<file path="src/rtl/fifo_wr_arbiter.sv">
`default_nettype none
// +----------------------------------------------------------------------------+
// | Module   : fifo_wr_arbiter                                                 |
// | Purpose  : Round-robin arbiter sharing one registered fifo write port.     |
// | Revision : 1.0 - initial release                                           |
// +----------------------------------------------------------------------------+
module fifo_wr_arbiter #(
  parameter int NUM_REQ    = 4,
  parameter int DATA_WIDTH = 32,
  parameter int PTR_WIDTH  = 3
) (
  input  logic                          clk,
  input  logic                          reset,
  input  logic [NUM_REQ-1:0]            req_valid,
  input  logic [NUM_REQ*DATA_WIDTH-1:0] req_data,
  output logic [NUM_REQ-1:0]            req_ready,
  output logic                          fifo_write,
  output logic [DATA_WIDTH-1:0]         fifo_input_data,
  input  logic                          fifo_full,
  output logic [31:0]                   accept_count
);

  localparam logic [PTR_WIDTH-1:0] c_LAST_IDX = PTR_WIDTH'(NUM_REQ - 1);

  logic [PTR_WIDTH-1:0]  rr_ptr_q, rr_ptr_d;
  logic                  fifo_write_q, fifo_write_d;
  logic [DATA_WIDTH-1:0] fifo_data_q, fifo_data_d;
  logic [31:0]           accept_count_q, accept_count_d;

  logic [PTR_WIDTH-1:0]  w_hi_idx, w_lo_idx, w_grant_idx;
  logic                  w_hi_vld, w_lo_vld;
  logic                  w_slot_free, w_accept, w_consume;
  logic [DATA_WIDTH-1:0] w_sel_data;

  // Lowest valid index at or above the pointer wins; otherwise wrap to the lowest valid index.
  always_comb begin
    w_hi_vld = 1'b0;
    w_lo_vld = 1'b0;
    w_hi_idx = '0;
    w_lo_idx = '0;
    for (int i = NUM_REQ - 1; i >= 0; i--) begin
      if (req_valid[i]) begin
        w_lo_vld = 1'b1;
        w_lo_idx = PTR_WIDTH'(i);
        if (PTR_WIDTH'(i) >= rr_ptr_q) begin
          w_hi_vld = 1'b1;
          w_hi_idx = PTR_WIDTH'(i);
        end
      end
    end
    w_grant_idx = w_hi_vld ? w_hi_idx : w_lo_idx;
  end

  assign w_slot_free = !fifo_write_q || !fifo_full;
  assign w_accept    = w_lo_vld && w_slot_free && !reset;
  assign w_consume   = fifo_write_q && !fifo_full;

  always_comb begin
    req_ready  = '0;
    w_sel_data = '0;
    for (int i = 0; i < NUM_REQ; i++) begin
      if (w_grant_idx == PTR_WIDTH'(i)) begin
        req_ready[i] = w_accept;
        w_sel_data   = req_data[i*DATA_WIDTH +: DATA_WIDTH];
      end
    end
  end

  always_comb begin
    fifo_write_d   = fifo_write_q;
    fifo_data_d    = fifo_data_q;
    rr_ptr_d       = rr_ptr_q;
    accept_count_d = accept_count_q;
    if (w_consume) begin
      accept_count_d = accept_count_q + 32'd1;
    end
    if (w_accept) begin
      fifo_write_d = 1'b1;
      fifo_data_d  = w_sel_data;
      rr_ptr_d     = (w_grant_idx == c_LAST_IDX) ? '0 : w_grant_idx + PTR_WIDTH'(1);
    end else if (w_consume) begin
      fifo_write_d = 1'b0;
    end
  end

  always_ff @(posedge clk) begin
    if (reset) begin
      rr_ptr_q       <= '0;
      fifo_write_q   <= 1'b0;
      fifo_data_q    <= '0;
      accept_count_q <= '0;
    end else begin
      rr_ptr_q       <= rr_ptr_d;
      fifo_write_q   <= fifo_write_d;
      fifo_data_q    <= fifo_data_d;
      accept_count_q <= accept_count_d;
    end
  end

  assign fifo_write      = fifo_write_q;
  assign fifo_input_data = fifo_data_q;
  assign accept_count    = accept_count_q;

endmodule
`default_nettype wire

</file>
<file path="config.mk">
export PLATFORM = sky130hd
export DESIGN_NAME = fifo_wr_arbiter
export DESIGN_NICKNAME = d
export VERILOG_FILES = /design/src/rtl/fifo_wr_arbiter.sv
export SDC_FILE = /design/constraint.sdc
export NUM_CORES = 1
export LEC_CHECK = 0
export ABC_CLOCK_PERIOD_IN_PS = 3200
export BUFFER_PORTS_ARGS = -buffer_cell sky130_fd_sc_hd__clkbuf_2
export CAP_MARGIN = 40
export CORE_ASPECT_RATIO = 1.75
export CORE_UTILIZATION = 45
export CTS_CLUSTER_DIAMETER = 40
export CTS_CLUSTER_SIZE = 25
export DETAILED_ROUTE_END_ITERATION = 7
export PLACE_DENSITY = 0.81
export RECOVER_POWER = 50
export SLEW_MARGIN = 20
export SYNTH_ARGS = -nofsm -noshare
export SYNTH_HDL_FRONTEND = slang
export SYNTH_SLANG_ARGS = --single-unit
</file>
<file path="constraint.sdc">
create_clock -name clk -period 3.2 [get_ports clk]
set_input_delay 0.16 -clock clk [delete_from_list [all_inputs] [get_ports clk]]
set_output_delay 0.16 -clock clk [all_outputs]
set_load 0.05 [all_outputs]
</file>
==> metrics.txt, run 1 <==
outcome finished with violations; failing checks design-rule violations; Rel. slew slack approximately half; hold-fix buffers at CTS 0; Setup violations, final 0; Worst VDD drop 0.332 mV; Rows between 40 and 50; Mapped Cells between 400 and 500; CP Data Arrival Time 2.61 ns; Post-Synth Simple-Gate Area 15.5%; Max Buffers Root-to-Sink 2; Post-CTS Resized 0; layout cells sized above 1 25.6%; largest cells by area after synthesis dfxtp_1 (36%), a21oi_1 (16%), a211o_1 (7.3%); Pwr per Cell Area 598 mW/mm²; Synth top area share around 36%; syn_area_per_cell 7.91 µm²; reg2reg end fifo_input_data[5]; layout net count 792; Starting DRT DRC Count 230; EDFF count, synth 0; die width 70.9 µm; post-synthesis mux area share less than 1%; crit path cell chain mux2i_1, nor2_1, nor3_1, ha_1, buf_4, and2_1, clkbuf_2; CP max stage cell nor3_1; setup_tns 0 ns; Initial Util 46.9%; post-synthesis adder-cell area fraction 1.68%; worst reg2reg setup slack 0.61 ns; Hold Startpoint req_data[98]; drt total wl 12,300 µm; Avg Vias per Cell 5.93; Critical Path Sink Type primary output; crit-path max cell delay 0.43 ns; port buffer count roughly 200; wire per inst approximately 17 µm; Fin Clk Skew 0.00478 ns; postcts setup bufs 0; FF-to-FF path depth 9; largest net degree at the start of global routing 39; worst hold stages 3; Overall Global Routing Usage 27.9%; P_leak approximately 2.2 nW; fill cell count 720; antenna cells 0; synth warn 0; Reg clk slew, reported paths 0.05 ns; GP Congestion 0.883; Syn Nets 612; CTS Buf Count 9; Reg-to-Reg Start rr_ptr_q[1]; sink of the worst hold path fifo_input_data[2]; FF+latch count, synth 67; fin. max-slew vios 0; drc violations 22; crit path max fanout 34; max-cap violation count 0; # IOs 204; antenna violations before repair 0; height of the die 123 µm; Critical Path RT 3.04 ns; Die ar. between 0.008 and 0.009 mm²; remaining global-route overflow 0; ys async rst share 0%; vias 4,425; vias in the first global route 4,157; xor and xnor fraction of the mapped netlist area 2.81%; sequential area share after synthesis 35.9%; Sink Count 67; P&R area growth vs syn 33.4%; largest family of logic cells by synthesized area compound AO/OA/AOI/OAI gates; post-DP HPWL 8880 µm; overall power 2.98 mW; CP Launch Type flop; Mapped Area 0.00373 mm²; CTS root buffer clkbuf_16; first-pass iteration count of the detailed router 6; CTS tree built; Slew @ Worst Pin ~0.77 ns; Tmin final 2.77 ns; top_reg_cell synth dfxtp_1; first-pass GRT wire length approximately 19,000 µm; Synth area leader dfxtp_1; core box area 0.00796 mm²; worst hold-check path type in2reg; FMAX 362 MHz; antenna viol nets, final 0; Tcrit/Tclk final 86.4%; Unique masters post-synth 41; RSZ-0062 raised after global routing false; Clk Latency, worst-skew pair 0.32 ns; CP Class reg2out; final hold violation count 0; H-tree depth 3; complex-gate fraction of the synthesized area 34.6%
-- cell usage in the layout (no fill, tap or decap), drive strengths merged, types with 6 or more instances in the layout --
| master | netlist | layout |
|---|---|---|
| clkbuf | 36 | 216 |
| a21oi | 119 | 119 |
| dfxtp | 67 | 67 |
| inv | 41 | 41 |
| a221oi | 31 | 31 |
| a211o | 31 | 31 |
| nor2 | 17 | 17 |
| nand2 | 14 | 14 |
| or4 | 14 | 14 |
| nand3 | 11 | 11 |
| o31ai | 11 | 11 |
| o21ai | 11 | 11 |
| xnor2 | 10 | 10 |
| or3 | 9 | 9 |
| buf | 5 | 7 |
| nand4 | 6 | 6 |
-- state kept, by name, summed over array words and instances, names as in the netlist --
| signal | cells |
|---|---|
| fifo_input_data | 32 |
| accept_count | 32 |
| fifo_write | 1 |
| rr_ptr_q | 2 |
-- worst max-delay path by stage --
stage | start | endpoint | slack [ns] | cells after the start
after global placement | rr_ptr_q[1] | fifo_input_data[31] | 0.32 | 9
after floorplan | accept_count[0] | accept_count[24] | 0.76 | 6
final | rr_ptr_q[1] | req_ready[1] | 0.43 | 7
after CTS | rr_ptr_q[1] | req_ready[1] | 0.40 | 7
after global routing | rr_ptr_q[1] | req_ready[1] | 0.22 | 7
after detailed placement | rr_ptr_q[1] | fifo_input_data[5] | 0.66 | 9
-- cell usage after synthesis (all sizes together) (2+ instances only) --
library cell  instances
mux2i                 2
or4                  14
xor2                  2
nand4                 6
nor3                  5
nor4                  5
nand2                14
o21ai                11
a21oi               119
xnor2                10
a211o                31
buf                   5
and4                  2
clkbuf               36
inv                  41
o31ai                11
nand3                11
a221oi               31
nor2                 17
nor2b                 2
ha                    5
dfxtp                67
or3                   9
and2                  4
-- per-stage QoR --
step           instance area, µm²  instances  hold slack, ns  setup WS (ns)  utilization (%)
2_1_floorplan                3730        472           0.334          0.761                -
5_1_grt                      4980        746           0.130          0.218             62.6
3_5_place_dp                 4780        731           0.455          0.659             60.1
4_1_cts                      5060        746           0.118          0.399             63.6
3_3_place_gp                 4760        730           0.444          0.322             59.7
6_report                     4980        746           0.124          0.434             62.6
-- per-layer routing --
metal  wire length (µm)  vias to the layer above  part of all wire [%]  GRT usage (%)
li1                   -                     2116                     -              -
met3               1090                       34                   8.9           6.32
met1               4620                     2062                    37           31.6
met2               6280                      213                    51           49.4
met4                348                        0                   2.8           12.6
met5                  0                        -                     0              0
-- power by group --
group / internal, mW / switching, mW
sequential: 0.924 / 0.0546
combinational: 0.363 / 0.711
clock: 0.581 / 0.346
total: 1.87 / 1.11
-- cells by family (layout without fill, tap and decap cells) --
group / after synthesis / in the layout
xor gates and xnor gates: 12 / 12
and+or+nand+nor: 97 / 97
buffers and inverters: 83 / 267
AOI/OAI and AO/OA: 205 / 205
DFF: 67 / 67
muxes: 3 / 3
adders and majority gates: 5 / 5
-- cell type report --
cell class	instances	area, µm²	share of cell area (%)
timing repair buffer	210	1000	20.1
inverter	42	158	3.16
tap	90	113	2.26
multi-input combinational	322	2090	41.9
clock buffer	13	270	5.42
sequential	67	1340	26.9
clock inverter	2	10.0	0.201
-- critical path, delay by kind of cell, from the launching register on --
kind / cells / cell delay (ns)
AND/OR/NAND/NOR: 3 / 0.68
adder cells (fa/ha/maj): 1 / 0.30
multiplexers: 1 / 0.24
buffers and inverters: 2 / 0.65
flip-flops: 1 / 0.41
Note: power is estimated with default switching activity, not from simulation.
==> run 2, diff against run 1 <==
Settings changed: ABC_CLOCK_PERIOD_IN_PS 3200 to 3300, CORE_UTILIZATION 45 to 49, PLACE_DENSITY 0.81 to 0.87.
Clock period 3.2 ns to 3.3 ns, I/O delays scaled along.
==> run 2 against run 1 <==
Critical endpoint is now req_ready[2]. Cell count fell by 0.13%. Worst hold slack got worse by 0.013 ns. Critical path type unchanged. Clock-buffer cell count is 2 lower. Wire length decreased by 0.78%. Combinational power hardly changed. Largest cell class unchanged. Die area fell by 8.0%. The flow now finishes without violations. Register-to-register slack improved by 0.10 ns. Highest routed layer unchanged. Clock skew is 0.0067 ns higher.
==> metrics.txt, run 2 (synthesized netlist as in run 1, its figures left out) <==
vias in the first global route 4,233; Worst VDD drop 0.373 mV; hold-fix buffers at CTS 0; first-pass GRT wire length 18,900 µm; WP buf/inv 3; height of the die 117 µm; layout net count about 790; # IOs slightly above 200; P&R area growth vs syn 35.2%; final hold violation count 0; Slew @ Worst Pin about 0.76 ns; Tcrit/Tclk final 84.2%; crit path max fanout 37; FMAX 360 MHz; Starting DRT DRC Count 281; overall power 3.10 mW; postcts setup bufs 0; port buffer count around 200; Fin Clk Skew 0.0115 ns; CTS tree built; outcome completed; CP max stage cell dfxtp_1; layout cells sized above 1 25.9%; core box area 0.00728 mm²; CP Class reg2out; drc violations 0; commonest non-fill, non-tap cell in the layout clkbuf_2; Clk Latency, worst-skew pair between 0.3 and 0.4 ns; post-DP HPWL around 9000 µm; antenna viol nets, final 0; CP Launch Type flop; PnR worst setup slack 0.520 ns; Rows 41; CP Data Arrival Time 2.61 ns; largest net degree at the start of global routing 38; max-cap violation count 0; Post-CTS Resized 0; Die ar. 0.00799 mm²; antenna violations before repair 0; Critical Path RT 3.13 ns; die width 68.0 µm; fin. max-slew vios 0; placement-stage cell area 0.00479 mm²; Reg clk slew, reported paths 0.06 ns; final design instance area without fill 0.00505 mm²; Critical Path Sink Type primary output; RSZ-0062 raised after global routing false; P_leak 2.22 nW; CTS Buf Count 9; Crit path max-delay family simple AND/OR/NAND/NOR gates; crit-path max cell delay 0.42 ns; H-tree depth 3; antenna cells 0; wire per inst 16.4 µm; Avg Vias per Cell 5.93; setup_tns 0 ns; Rel. slew slack 49.3%; crit path cell chain mux2i_1, nor2_1, nor3_1, inv_1, ha_2, buf_12, and2_1, clkbuf_2; Overall Global Routing Usage a little under a third; worst hold-check path type in2reg; first-pass iteration count of the detailed router 6; Sink Count 67; drt total wl 12,200 µm; CTS root buffer clkbuf_16; Tmin final 2.78 ns; remaining global-route overflow 0; vias around 4,400; worst slack, placed 0.750 ns; Initial Util 51.3%; Pwr per Cell Area 613 mW/mm²; commonest non-fill, non-tap cells in the layout clkbuf_2 (139), a21oi_1 (119), dfxtp_1 (67), clkbuf_1 (65), inv_1 (41); Setup violations, final 0; GP Congestion 0.852; Max Buffers Root-to-Sink 2
run 2: changes by cell type in the layout (fill, tap and decap cells not counted):
| cell | delta |
|---|---|
| nor2b_2 | +1 |
| bufinv_16 | +3 |
| clkbuf_8 | -2 |
| nor2b_4 | -1 |
| buf_4 | +2 |
run 2: worst reg2reg max path: cells and delay by family, from the launching register on:
kind                       cells  cell delay, ns
and+or+nand+nor                3            0.63
AOI/OAI and AO/OA              3            0.59
DFF                            1            0.42
buffers and inverters          2            0.36
adders and majority gates      1            0.26
muxes                          1            0.22
run 2: through the flow:
step | std cells | hold slack [ns] | util [%]
global placement | 728 | 0.447 | 65.4
detailed placement | 729 | 0.459 | 65.7
floorplan | 472 | 0.339 | -
CTS | 745 | 0.110 | 70.4
global route | 745 | 0.112 | 69.3
finish | 745 | 0.111 | 69.3
run 2: where the power goes:
| group | leakage [nW] | internal [mW] | total, mW | switching (mW) |
|---|---|---|---|---|
| Sequential | 0.552 | 0.896 | 0.950 | 0.0539 |
| Combinational | 1.50 | 0.354 | 1.04 | 0.690 |
| Clock | 0.169 | 0.756 | 1.10 | 0.347 |
| Total | 2.22 | 2.01 | 3.10 | 1.09 |
run 2: area by class of cell:
| type | instances | area (µm²) |
|---|---|---|
| fill | 632 | 2230 |
| clock inverter | 5 | 100 |
| sequential | 67 | 1340 |
| multi-input combinational | 322 | 2080 |
| inverter | 42 | 158 |
| timing repair buffer | 212 | 1020 |
| tap | 86 | 108 |
| clock buffer | 11 | 243 |
run 2: per-layer routing:
metal  vias to the layer above  GRT usage [%]  part of all wire, %
met5                         -              0                    0
met4                         0           14.1                  2.9
met3                        32           8.33                  8.7
met2                       239           53.1                   51
met1                      2025           33.2                   38
li1                       2125              -                    -
run 2: worst paths after layout:
kind                     from                   to  slack [ns]  cells past startpoint
max               rr_ptr_q[1]         req_ready[2]        0.52                      8
min reg2reg  accept_count[31]     accept_count[31]        0.48                      2
max reg2reg       rr_ptr_q[1]  fifo_input_data[22]        0.71                     10
min             req_data[117]  fifo_input_data[21]        0.11                      3
==> run 3, diff against run 2 <==
Settings changed: ABC_AREA from default to 1, ABC_CLOCK_PERIOD_IN_PS 3300 to 2300, CORE_UTILIZATION 49 to 42, PLACE_DENSITY 0.87 to 0.78.
Clock period 3.3 ns to 2.3 ns, I/O delays scaled along.
==> run 3 against run 2 <==
Register-to-register slack worse by 0.46 ns. Utilization down 9.9 points. Synthesized cell count up 29%. Sequential power up 42%. Highest routed layer unchanged. Critical path depth up 2.
==> metrics.txt, run 3 <==
EDFF count, synth 0; largest net degree at the start of global routing 61; Synth top area share around a third; largest cells by area after synthesis dfxtp_1 (33%), a21oi_1 (15%), nand2_1 (13%); Slew @ Worst Pin roughly 1.3 ns; first-pass GRT wire length 22,300 µm; Sink Count 67; Met1 Wirelength 5080 µm; first-pass iteration count of the detailed router 5; Synth area leader dfxtp_1; synth warn 0; Die ar. between 0.009 and 0.01 mm²; wire per inst 14.8 µm; CTS Buf Count 9; Reg clk slew, reported paths 0.06 ns; layout cells sized above 1 26.7%; worst hold-check path type in2reg; Pwr per Cell Area a little under 800 mW/mm²; CTS tree built; post-DP HPWL 10,300 µm; DR top layer met4; Tmin final 2.15 ns; Worst VDD drop 0.534 mV; hold-fix buffers at CTS 0; ys async rst share 0%; outcome completed; Fin Clk Skew 0.00515 ns; CP Data Arrival Time 2.04 ns; postcts setup bufs 0; Clk Latency, worst-skew pair 0.33 ns; commonest non-fill, non-tap cells in the layout clkbuf_2 (138), nand2_1 (135), a21oi_1 (123), dfxtp_1 (67), clkbuf_1 (63); syn_area_per_cell 6.61 µm²; largest family of logic cells by synthesized area compound AO/OA/AOI/OAI gates; FF+latch count, synth 67; Tcrit/Tclk final 93.5%; commonest non-fill, non-tap cell in the layout clkbuf_2; layout net count 940; RSZ-0062 raised after global routing false; antenna cells 0; routed wl met3 1010 µm; GP Congestion 0.939; WHS approximately 0.054 ns; drc violations 0; Post-synth top cells nand2_1 (135), a21oi_1 (124), dfxtp_1 (67), inv_1 (56), nor2_1 (53); xor and xnor fraction of the mapped netlist area 0.218%; Mapped Cells around 600; top_reg_cell synth dfxtp_1; complex-gate fraction of the synthesized area 28.9%; sequential area share after synthesis 33.4%; Syn Nets 748; FMAX 465 MHz; Post-Synth Simple-Gate Area 26.1%; Rows 46; Critical Path Sink Type primary output; drt total wl about 14,000 µm; antenna viol nets, final 0; CP Launch Type flop; max-cap violation count 0; remaining global-route overflow 0; Max Buffers Root-to-Sink 2; antenna violations before repair 0; Avg Vias per Cell 5.41; Starting DRT DRC Count 227; crit path max fanout 23; vias 5,006; Setup violations, final 0; Unique masters post-synth 31; post-synthesis mux area share 0%; P&R area growth vs syn 35.4%; post-synthesis adder-cell area fraction 1.56%; fin. max-slew vios 0; height of the die 131 µm; fill cell count approximately 900; Mapped Area between 0.004 and 0.005 mm²; Overall Global Routing Usage between 20 and 30%; # IOs about 200; Rel. slew slack 16.3%; DR WL met2 7210 µm; vias in the first global route about 5,000; Critical Path RT 2.18 ns; most frequent cell after synthesis nand2_1; die width approximately 76 µm; core box area 0.00915 mm²; port buffer count slightly above 200; P_leak 2.43 nW; CP Class reg2out; Initial Util 43.9%; setup_tns 0 ns; final hold violation count 0; H-tree depth 3; CTS root buffer clkbuf_16
run 3: cell count changes in the layout (fill, tap and decap cells not counted), moves of 7 or more:
| cell | delta |
|---|---|
| or4_1 | -12 |
| o211ai_1 | +33 |
| a221oi_1 | -31 |
| a21oi_2 | +21 |
| xnor2_1 | -10 |
| a211o_1 | -31 |
| nand2_1 | +121 |
| nor2_1 | +32 |
| inv_1 | +13 |
| nand4_1 | +7 |
| or3_1 | -9 |
| nand3_1 | +8 |
| o31ai_1 | -11 |
| nor2_2 | +11 |
run 3: path summary, 6_finish.rpt:
kind,slack (ns),cells past startpoint,startpoint,endpoint
hold reg to reg,0.50,2,accept_count[6],accept_count[6]
setup / recovery,0.15,10,rr_ptr_q[0],req_ready[3]
hold / removal,0.05,3,req_data[125],fifo_input_data[29]
setup reg to reg,0.25,11,rr_ptr_q[0],fifo_input_data[22]
run 3: report_power, final:
part / total (mW) / internal [mW] / switching [mW]
logic: 1.40 / 0.424 / 0.972
clock network: 1.54 / 0.990 / 0.552
registers: 1.35 / 1.28 / 0.0702
total: 4.29 / 2.69 / 1.59
run 3: final cells by class:
class                      count  area [µm²]  share of cell area [%]
timing repair buffer         217        1100                    20.2
inverter                      58         218                    4.00
sequential                    67        1340                    24.7
clock inverter                 6        95.1                    1.75
clock buffer                  10         239                    4.39
multi-input combinational    447        2300                    42.2
tap                          120         150                    2.76
run 3: stage by stage:
stage	instances	total power, mW	instance area [µm²]	setup WS (ns)	util [%]
after floorplan	608	2.34	4020	0.0202	-
final	925	4.29	5440	0.150	59.4
after global placement	909	2.74	5150	0.267	56.3
after global routing	925	4.49	5440	0.00627	59.4
after CTS	925	4.33	5500	0.00291	60.1
after detailed placement	909	2.77	5150	0.229	56.3
run 3: critical path: stages, from the launching register on:
cell,delay (ns)
dfxtp_1,0.38
a21oi_1,0.10
nor2_1,0.13
inv_1,0.06
o21ai_1,0.21
inv_1,0.10
ha_2,0.19
inv_1,0.10
buf_8,0.20
nor2_2,0.07
buf_6,0.16
run 3: cell families (layout without fill, tap and decap cells):
kind of cell | Yosys count | after routing
AND/OR/NAND/NOR | 244 | 244
flip-flops | 67 | 67
AO/OA/AOI/OAI | 197 | 197
adder cells (fa/ha/maj) | 5 | 5
XOR/XNOR | 1 | 1
buffers and inverters | 94 | 291
run 3: per-layer routing:
metal	global-route usage (%)	up-vias
met3	5.42	36
met5	0	-
met2	51.8	270
li1	-	2428
met1	28.7	2272
met4	14.5	0
run 3: what timing repair did:
action                     CTS  global route
pin swaps                    0             1
gates resized for setup      4            12
setup endpoints to repair    2            30
